==> config.mk <==
export PLATFORM = sky130hd
export DESIGN_NAME = slow_frame_tx
export DESIGN_NICKNAME = d
export VERILOG_FILES = /design/src/rtl/slow_frame_tx.sv
export SDC_FILE = /design/constraint.sdc
export NUM_CORES = 1
export LEC_CHECK = 0
export BUFFER_PORTS_ARGS = -buffer_cell sky130_fd_sc_hd__buf_2
export CAP_MARGIN = 10
export CORE_UTILIZATION = 30
export DETAILED_ROUTE_END_ITERATION = 7
export HOLD_SLACK_MARGIN = 0.03
export SLEW_MARGIN = 20
export SYNTH_ARGS = -nofsm -noshare
export SYNTH_HDL_FRONTEND = slang
export SYNTH_SLANG_ARGS = --single-unit
==> constraint.sdc <==
create_clock -name CPUCLK -period 5.3 [get_ports CPUCLK]
set_input_delay 0.53 -clock CPUCLK [delete_from_list [all_inputs] [get_ports CPUCLK]]
set_output_delay 0.53 -clock CPUCLK [all_outputs]
set_load 0.02 [all_outputs]
==> src/rtl/slow_frame_tx.sv <==
// Slow-down request frame generator: emits fixed 60-byte frames while the local FIFO sits above a watermark.
// Optional SLOWFRAME_SEQNUM_EN: byte 19 carries a wrapping per-frame sequence number instead of 8'h00.
module slow_frame_tx #(
  parameter logic [47:0] DST_MAC        = 48'hFFFF_FFFF_FFFF,
  parameter logic [47:0] SRC_MAC        = 48'h0200_0000_0001,
  parameter logic [15:0] ETHERTYPE      = 16'h88B5,
  parameter logic [31:0] HIGH_THRESH    = 32'd1024,
  parameter logic [31:0] LOW_THRESH     = 32'd256,
  parameter logic [16:0] HOLDOFF_CYCLES = 17'd4000
) (
  input  logic        CPUCLK,
  input  logic        bus_struct_resetn,
  input  logic        Enable,
  input  logic [31:0] FifoFillAmt,
  output logic [7:0]  TxData,
  output logic        TxValid,
  output logic        TxLast,
  input  logic        TxReady,
  output logic        Active,
  output logic [15:0] FrameCount,
  output logic [1:0]  dbg_state
);

  typedef enum logic [1:0] {
    ST_IDLE    = 2'd0,
    ST_SEND    = 2'd1,
    ST_HOLDOFF = 2'd2
  } state_t;

  state_t      state_q, state_d;
  logic [5:0]  byte_idx_q, byte_idx_d;
  logic [16:0] hold_cnt_q, hold_cnt_d;
  logic [31:0] snap_q, snap_d;
  logic [15:0] frame_cnt_q, frame_cnt_d;
  logic        active_q, active_d;
  logic        tx_valid_q, tx_valid_d;
  logic        tx_last_q, tx_last_d;
  logic [7:0]  tx_data_q, tx_data_d;
  logic [7:0]  seq_byte;
  logic        accept;

`ifdef SLOWFRAME_SEQNUM_EN
  logic [7:0] seq_q, seq_d;
  assign seq_byte = seq_q;
`else
  assign seq_byte = 8'h00;
`endif

  function automatic logic [7:0] frame_byte(input logic [5:0] idx, input logic [31:0] snap,
                                            input logic [7:0] seq);
    logic [7:0] b;
    b = 8'h00;
    case (idx)
      6'd0:  b = DST_MAC[47:40];
      6'd1:  b = DST_MAC[39:32];
      6'd2:  b = DST_MAC[31:24];
      6'd3:  b = DST_MAC[23:16];
      6'd4:  b = DST_MAC[15:8];
      6'd5:  b = DST_MAC[7:0];
      6'd6:  b = SRC_MAC[47:40];
      6'd7:  b = SRC_MAC[39:32];
      6'd8:  b = SRC_MAC[31:24];
      6'd9:  b = SRC_MAC[23:16];
      6'd10: b = SRC_MAC[15:8];
      6'd11: b = SRC_MAC[7:0];
      6'd12: b = ETHERTYPE[15:8];
      6'd13: b = ETHERTYPE[7:0];
      6'd14: b = 8'h01;
      6'd15: b = snap[31:24];
      6'd16: b = snap[23:16];
      6'd17: b = snap[15:8];
      6'd18: b = snap[7:0];
      6'd19: b = seq;
      default: b = 8'h00;
    endcase
    return b;
  endfunction

  // Handshake: a byte transfers on any rising edge where TxValid & TxReady; while TxReady is low
  // TxData/TxLast hold, and once TxValid rises it stays high until byte 59 is accepted.
  assign accept = tx_valid_q & TxReady;

  always_comb begin
    state_d     = state_q;
    byte_idx_d  = byte_idx_q;
    hold_cnt_d  = hold_cnt_q;
    snap_d      = snap_q;
    frame_cnt_d = frame_cnt_q;
`ifdef SLOWFRAME_SEQNUM_EN
    seq_d       = seq_q;
`endif
    active_d = (FifoFillAmt >= HIGH_THRESH) ? 1'b1 :
               (FifoFillAmt < LOW_THRESH)   ? 1'b0 : active_q;

    case (state_q)
      ST_IDLE: begin
        if (active_q && Enable) begin
          state_d    = ST_SEND;
          byte_idx_d = 6'd0;
          snap_d     = FifoFillAmt;
        end
      end
      ST_SEND: begin
        if (accept) begin
          if (byte_idx_q == 6'd59) begin
            state_d    = ST_HOLDOFF;
            hold_cnt_d = HOLDOFF_CYCLES - 17'd1;
            if (frame_cnt_q != 16'hFFFF) frame_cnt_d = frame_cnt_q + 16'd1;
`ifdef SLOWFRAME_SEQNUM_EN
            seq_d = seq_q + 8'd1;
`endif
          end else begin
            byte_idx_d = byte_idx_q + 6'd1;
          end
        end
      end
      ST_HOLDOFF: begin
        if (hold_cnt_q == 17'd0) state_d = ST_IDLE;
        else                     hold_cnt_d = hold_cnt_q - 17'd1;
      end
      default: state_d = ST_IDLE;
    endcase

    // Outputs are decoded from next-state values so the first byte appears with TxValid.
    tx_valid_d = (state_d == ST_SEND);
    tx_data_d  = tx_valid_d ? frame_byte(byte_idx_d, snap_d, seq_byte) : 8'h00;
    tx_last_d  = tx_valid_d && (byte_idx_d == 6'd59);
  end

  always_ff @(posedge CPUCLK or negedge bus_struct_resetn) begin
    if (!bus_struct_resetn) begin
      state_q     <= ST_IDLE;
      byte_idx_q  <= 6'd0;
      hold_cnt_q  <= 17'd0;
      snap_q      <= 32'd0;
      frame_cnt_q <= 16'd0;
      active_q    <= 1'b0;
      tx_valid_q  <= 1'b0;
      tx_last_q   <= 1'b0;
      tx_data_q   <= 8'h00;
`ifdef SLOWFRAME_SEQNUM_EN
      seq_q       <= 8'd0;
`endif
    end else begin
      state_q     <= state_d;
      byte_idx_q  <= byte_idx_d;
      hold_cnt_q  <= hold_cnt_d;
      snap_q      <= snap_d;
      frame_cnt_q <= frame_cnt_d;
      active_q    <= active_d;
      tx_valid_q  <= tx_valid_d;
      tx_last_q   <= tx_last_d;
      tx_data_q   <= tx_data_d;
`ifdef SLOWFRAME_SEQNUM_EN
      seq_q       <= seq_d;
`endif
    end
  end

  assign TxData     = tx_data_q;
  assign TxValid    = tx_valid_q;
  assign TxLast     = tx_last_q;
  assign Active     = active_q;
  assign FrameCount = frame_cnt_q;
  assign dbg_state  = state_q;

endmodule

; ---- Yosys cells after proc, flatten, opt, wreduce, memory -nomap -nowiden
; Index checks and enable logic that the tools add are counted.
[word_totals]
ff_bits = 84
latchBits = 0
mem_bits_rw = 0
romBits = 0
input_bits = 36
wordCells = 68
mem_count = 0
[classes]
addsub = 3
mul = 0
n_div = 0
order_cmp = 2
eq_ne = 23
n_shift = 0
n_mux = 19
bitwise_logic = 1
n_reduce_logical = 11
[op_table]
columns = op, n
row1 = $pmux 8 s9, 1
row2 = $mux 32, 2
row3 = $mux 17, 3
row4 = $pmux 17 s2, 1
row5 = $ge 32x11->1 const B, 1
row6 = $lt 32x9->1 const B, 1
row7 = $eq 6x4->1 const B, 5
row8 = $eq 6x3->1 const B, 3
row9 = $eq 6x5->1 const B, 3
row10 = $mux 6, 3
row11 = $logic_not 17->1, 1
row12 = $sub 17x1->17 const B, 1
row13 = $add 16x1->16 const B, 1
row14 = $ne 16x16->1 const B, 1
row15 = $eq 6x2->1 const B, 2
row16 = $eq 6x6->1 const B, 2
row17 = $pmux 6 s2, 1
row18 = $mux 2, 4
row19 = $mux 8, 1
row20 = $reduce_and 4->1, 2
row21 = $add 6x1->6 const B, 1
row22 = $eq 6x1->1 const B, 1
row23 = $logic_not 6->1, 1
row24 = $ne 2x2->1 const B, 3
row25 = 10 further kinds, 14

; ---- Depth between registers and ports, before layout
[logic_depth]
word_depth = 8
mapped_depth = 11

; ---- Least setup slack after synthesis
; Ideal clock, no wire load.
[synth_timing]
kind = register -> register
from = register byte_idx_q[0]
to = register tx_data_q[2] (netlist: TxData[2])
t_arrival_ns = 2.237
t_required_ns = 5.171
setup_slack_ns = 2.934
path_stages_with_launch = 12
path_buffers = 2
cell_sequence = dfrtp_1 -> ha_1 -> and4b_1 -> buf_6 -> a21o_4 -> mux2_4 -> clkinv_2 -> buf_12 -> mux2i_1 -> a2bb2oi_1 -> o221a_1 -> nor2_1
[synth_between]
elab_chain_len = 8
elab_cells_between_ends = 29
classes_between = 1 x add/sub / 16 x eq/ne / 9 x mux / 3 x reduce/logical
[synth_lines]
columns = item, line
row1 = "start, declared", 31  ; logic [5:0] byte_idx_q, byte_idx_d;
row2 = "start signal, assigned", 146  ; byte_idx_q <= byte_idx_d;
row3 = $add 6x1->6 / $eq 6x6->1 (equally long branches), "113, 105"
row4 = $mux 6, 105  ; if (byte_idx_q == 6'd59) begin
row5 = $mux 6, 104  ; if (accept) begin
row6 = $pmux 6 s2 (*), 95  ; case (state_q)
row7 = via byte_idx_d[0], 31
row8 = $eq 6x3->1 (tied with other cells), 53  ; case (idx)
row9 = $reduce_or 6->1 (no line) / $reduce_or 2->1 (equally long branches), -
row10 = $pmux 8 s9 (*), 53
row11 = $mux 8 (*), 126  ; tx_data_d = tx_valid_d ? frame_byte(byte_idx_d, snap_d, seq_byte) : 8'h00;
row12 = via tx_data_d[2], 38  ; logic [7:0] tx_data_q, tx_data_d;
row13 = "end signal, assigned", 153  ; tx_data_q <= tx_data_d;
row14 = "end, declared", 38
; The timed path passes the listed nets; every way through them passes the cells marked *.
; A chain may end at the register's enable or synchronous reset.

; ---- Final worst setup path
[layout_timing]
from = register byte_idx_q[0]
to = register tx_data_q[4] (netlist: TxData[4])
[layout_between]
elab_chain_len = 8
elab_cells_between_ends = 29
classes_between = 1 x add/sub / 16 x eq/ne / 9 x mux / 3 x reduce/logical
[layout_lines]
columns = item, line
row1 = $add 6x1->6 / $eq 6x6->1 (equally long branches), "113, 105"
row2 = $mux 6, 105
row3 = $mux 6, 104
row4 = $pmux 6 s2, 95
row5 = $eq 6x3->1 (tied with other cells), 53
row6 = $reduce_or 6->1 (no line) / $reduce_or 2->1 (equally long branches), -
row7 = $pmux 8 s9, 53
row8 = $mux 8 (*), 126
row9 = via tx_data_d[4], 38
; Marks and branches as above.

==> results_tabular.tex <==
\begin{tabular}{lr}
\hline
Metric & Value \\
\hline
\multicolumn{2}{l}{\textbf{GRT}} \\
Maximum number of pins on one net before global-route repair & 85 \\
Met3 layer usage reported by global route & 0.0299 \\
Top Usage Layer GRT & met2 \\
Number of antenna violations at the first check in global routing & 0 \\
Total overflow reported by the global router & 0 \\
Wire length of the first global-routing pass & between 15000 and 20000 µm \\
Met1 GRT Util & 0.199 \\
Via count of the first global-routing pass & roughly 3300 \\
Met2 usage in global routing & 0.232 \\
GRT Overall Usage & 0.147 \\
\multicolumn{2}{l}{\textbf{Logic synthesis}} \\
Post-Syn Instances & 440 \\
Proportion of synthesized flip-flops having asynchronous set or reset & 1.00 \\
Count of different cell masters after synthesis & 57 \\
Number of flops mapped to enable cells by yosys & 0 \\
Synthesis-stage register bit count & 84 \\
Sequential cell area fraction in the yosys report & 0.502 \\
Syn\_nets & about 480 \\
Post-synthesis instance area & approximately 4200 µm² \\
Synthesis warning total & 0 \\
Predominant post-synthesis flop cell & dfrtp\_1 \\
Average cell area after synthesis & between 9 and 10 µm² \\
\multicolumn{2}{l}{\textbf{Power}} \\
Ratio of total power to cell area & $\sim$400 nW/µm² \\
Post-route total power & around 2000 µW \\
Maximum vdd drop & between 0.00015 and 0.0002 V \\
Static leakage power & around 0.0024 µW \\
\multicolumn{2}{l}{\textbf{Cells and area}} \\
Synth-to-Final Area Change & 18.2\% \\
Antenna diodes & 0 \\
Layout cell share with drive strength beyond 1 & 0.185 \\
Final \#Nets & between 500 and 600 \\
Filler Cell Count & $\sim$1400 \\
Cell area after layout & between 4000 and 5000 µm² \\
\multicolumn{2}{l}{\textbf{CTS}} \\
Clock Tree Buf Depth & 2 \\
CTS Sinks & 84 \\
Post-cts hold buffer count & 0 \\
Clock slew seen by the registers of the worst setup and hold paths & about 0.060 ns \\
Clock buffer count from CTS & 9 \\
Resized Gates After CTS & 0 \\
Clock tree from TritonCTS & built \\
CTS Root Buffer Type & clkbuf\_16 \\
Post-CTS repair timing setup buffer count & 0 \\
Clk\_lat worst skew & $\sim$0.34 ns \\
CTS H-Tree Depth & 3 \\
\multicolumn{2}{l}{\textbf{STA}} \\
Max\_slew headroom & 0.488 \\
Final hold vios & 0 \\
Final setup slack of the worst path & around 2.5 ns \\
Final clock skew & just under 0.006 ns \\
Max-slew violation count & 0 \\
Setup-violating endpoint count in the final report & 0 \\
Share of the clock period used by the worst path after layout & 0.523 \\
Shortest period the worst path allows & 2.77 ns \\
Summed negative setup slack over all endpoints & 0 ns \\
Measured slew at the worst slew-check pin & $\sim$0.77 ns \\
Achievable clock frequency & between 300 and 400 MHz \\
RSZ-0062 raised after global routing & no \\
\multicolumn{2}{l}{\textbf{Setup path}} \\
Worst path bufs/invs & 0 \\
Highest fanout seen on the critical path & 11 \\
CP max-delay cell & a2111oi\_4 \\
Worst Setup Path Type & reg -> reg \\
Data required, critical path & 5.55 ns \\
Kind of start point of the critical path & flop \\
CP cell instances & ha\_1 > and4b\_1 > and3\_1 > a21o\_1 > a2111oi\_4 > nand3\_2 > o21a\_1 > a21oi\_1 \\
Cell type group with the largest total delay on the critical path & compound AO/OA/AOI/OAI gates \\
Arr. time, crit path & a little over 3 ns \\
Slowest stage delay, CP & slightly below 0.5 ns \\
Kind of end point of the critical path & flop \\
\multicolumn{2}{l}{\textbf{Place}} \\
Buffers on Ports & 64 \\
Placed wire-length estimate after detailed placement & between 7000 and 8000 µm \\
Worst slack at placement & roughly 2.5 ns \\
Placer's final routability congestion estimate & just over 0.8 \\
Placement-stage cell area & 4660 µm² \\
\multicolumn{2}{l}{\textbf{Detailed routing}} \\
Initial drt markers & roughly 230 \\
Wire length reported by the detailed router & about 10000 µm \\
Mean number of vias per cell & 4.96 \\
ANT nets after route & 0 \\
Via count & 3390 \\
Number of search-and-repair iterations in the first detailed-routing pass & 4 \\
Routed len/inst & between 10 and 15 µm \\
Post-route DRC & 0 \\
\multicolumn{2}{l}{\textbf{Hold path}} \\
Kind of path behind the tightest hold check & in -> async \\
\multicolumn{2}{l}{\textbf{Floorplan}} \\
Width of the die & about 120 µm \\
Starting density of the core & 0.311 \\
Top-Level Pins & 65 \\
Core ar. & 13500 µm² \\
Height of the die & 120 µm \\
Number of placement rows & 42 \\
Total Die Area & approximately 14000 µm² \\
\multicolumn{2}{l}{\textbf{Status}} \\
Status & completed \\
\multicolumn{2}{l}{\textbf{Job}} \\
Number of violations of the max-capacitance limit & 0 \\
\hline
\end{tabular}
## layer usage
layer	vias up	share of wire
met1	1664	0.48
met4	0	0.016
li1	1635	-
met3	11	0.039
met5	-	0
met2	80	0.47
## layout by cell type (no fill, tap or decap), types with 3 or more instances in the layout
cell type  count
o31ai_1        3
a21oi_1        8
ha_1           3
a211o_1        3
nand4_1       10
mux2i_1        7
nand3_1       13
xor2_1        15
o211ai_1       4
nand4b_1       4
clkbuf_16      9
o31a_1         4
nand2b_1       3
nor4_1         7
nor2_1        31
or2_2          3
nor3_1         7
buf_2         63
dfrtp_1       84
clkbuf_8       3
and3_1         5
o21ai_0       12
xnor2_1       13
inv_1         16
nand2_1      115
clkbuf_1       3
a2bb2oi_1      9
nand3b_1       4
and2_1         7
## cell type report
type | count | area [µm²] | area share
clock buffer | 15 | 278 | 0.0561
clock inverter | 1 | 5.00 | 0.00101
inverter | 18 | 68.8 | 0.0139
multi-input combinational | 323 | 1940 | 0.391
sequential | 84 | 2100 | 0.425
tap | 176 | 220 | 0.0445
timing repair buffer | 66 | 342 | 0.0690
## power breakdown
group          internal (µW)  switching [µW]
sequential               726            57.5
clock                    356             243
combinational            260             398
total                   1340             698
## sequential cells by signal (all words and copies together) (netlist names)
register    count
Active          1
TxValid         1
FrameCount     16
byte_idx_q      6
TxLast          1
hold_cnt_q     17
dbg_state       2
TxData          8
snap_q         32
## kinds of logic after synthesis
kind of cell	after synthesis	synth area share
adders and majority gates	3	0.00896
buffers and inverters	33	0.0397
xor gates and xnor gates	28	0.0585
muxes	8	0.0203
and+or+nand+nor	224	0.259
AOI/OAI and AO/OA	60	0.111
DFF	84	0.502
## worst paths after layout
kind                                         start              endpoint  slack [ns]  depth (start not counted)
setup reg to reg           byte_idx_q[0]$_DFF_PN0_   TxData[4]$_DFF_PN0_        2.53                          8
hold reg to reg               snap_q[16]$_DFF_PN0_  snap_q[16]$_DFF_PN0_        0.48                          2
max in group asynchronous        bus_struct_resetn   snap_q[9]$_DFF_PN0_        4.53                          1
hold / removal                   bus_struct_resetn     TxValid$_DFF_PN0_        0.22                          1
min in group CPUCLK                 FifoFillAmt[0]   snap_q[0]$_DFF_PN0_        0.43                          3
setup / recovery           byte_idx_q[0]$_DFF_PN0_   TxData[4]$_DFF_PN0_        2.53                          8
## stage by stage
stage	hold slack [ns]	instances	utilization
6_report	0.219	683	0.368
5_1_grt	0.296	683	0.368
4_1_cts	0.428	683	0.368
3_5_place_dp	0.463	667	0.347
3_3_place_gp	0.459	667	0.347
2_1_floorplan	0.234	440	-
## Yosys cell counts (all sizes together), types with 3 or more instances
cell type	n	share of area
a211o	3	0.0063
a21o	3	0.0072
a21oi	8	0.0096
a2bb2oi	9	0.019
and2	7	0.010
and3	5	0.0075
buf	9	0.018
clkbuf	6	0.0054
dfrtp	84	0.50
ha	3	0.0090
inv	17	0.015
mux2i	7	0.017
nand2	115	0.10
nand2b	3	0.0045
nand3	14	0.018
nand3b	4	0.0072
nand4	10	0.015
nand4b	4	0.0084
nor2	31	0.028
nor3	8	0.012
nor4	8	0.016
o211ai	4	0.0072
o21ai	12	0.014
o31a	4	0.0084
o31ai	3	0.0054
or2	4	0.0060
or4	3	0.0063
xnor2	13	0.027
xor2	15	0.031
Note: power is estimated with default switching activity, not from simulation.
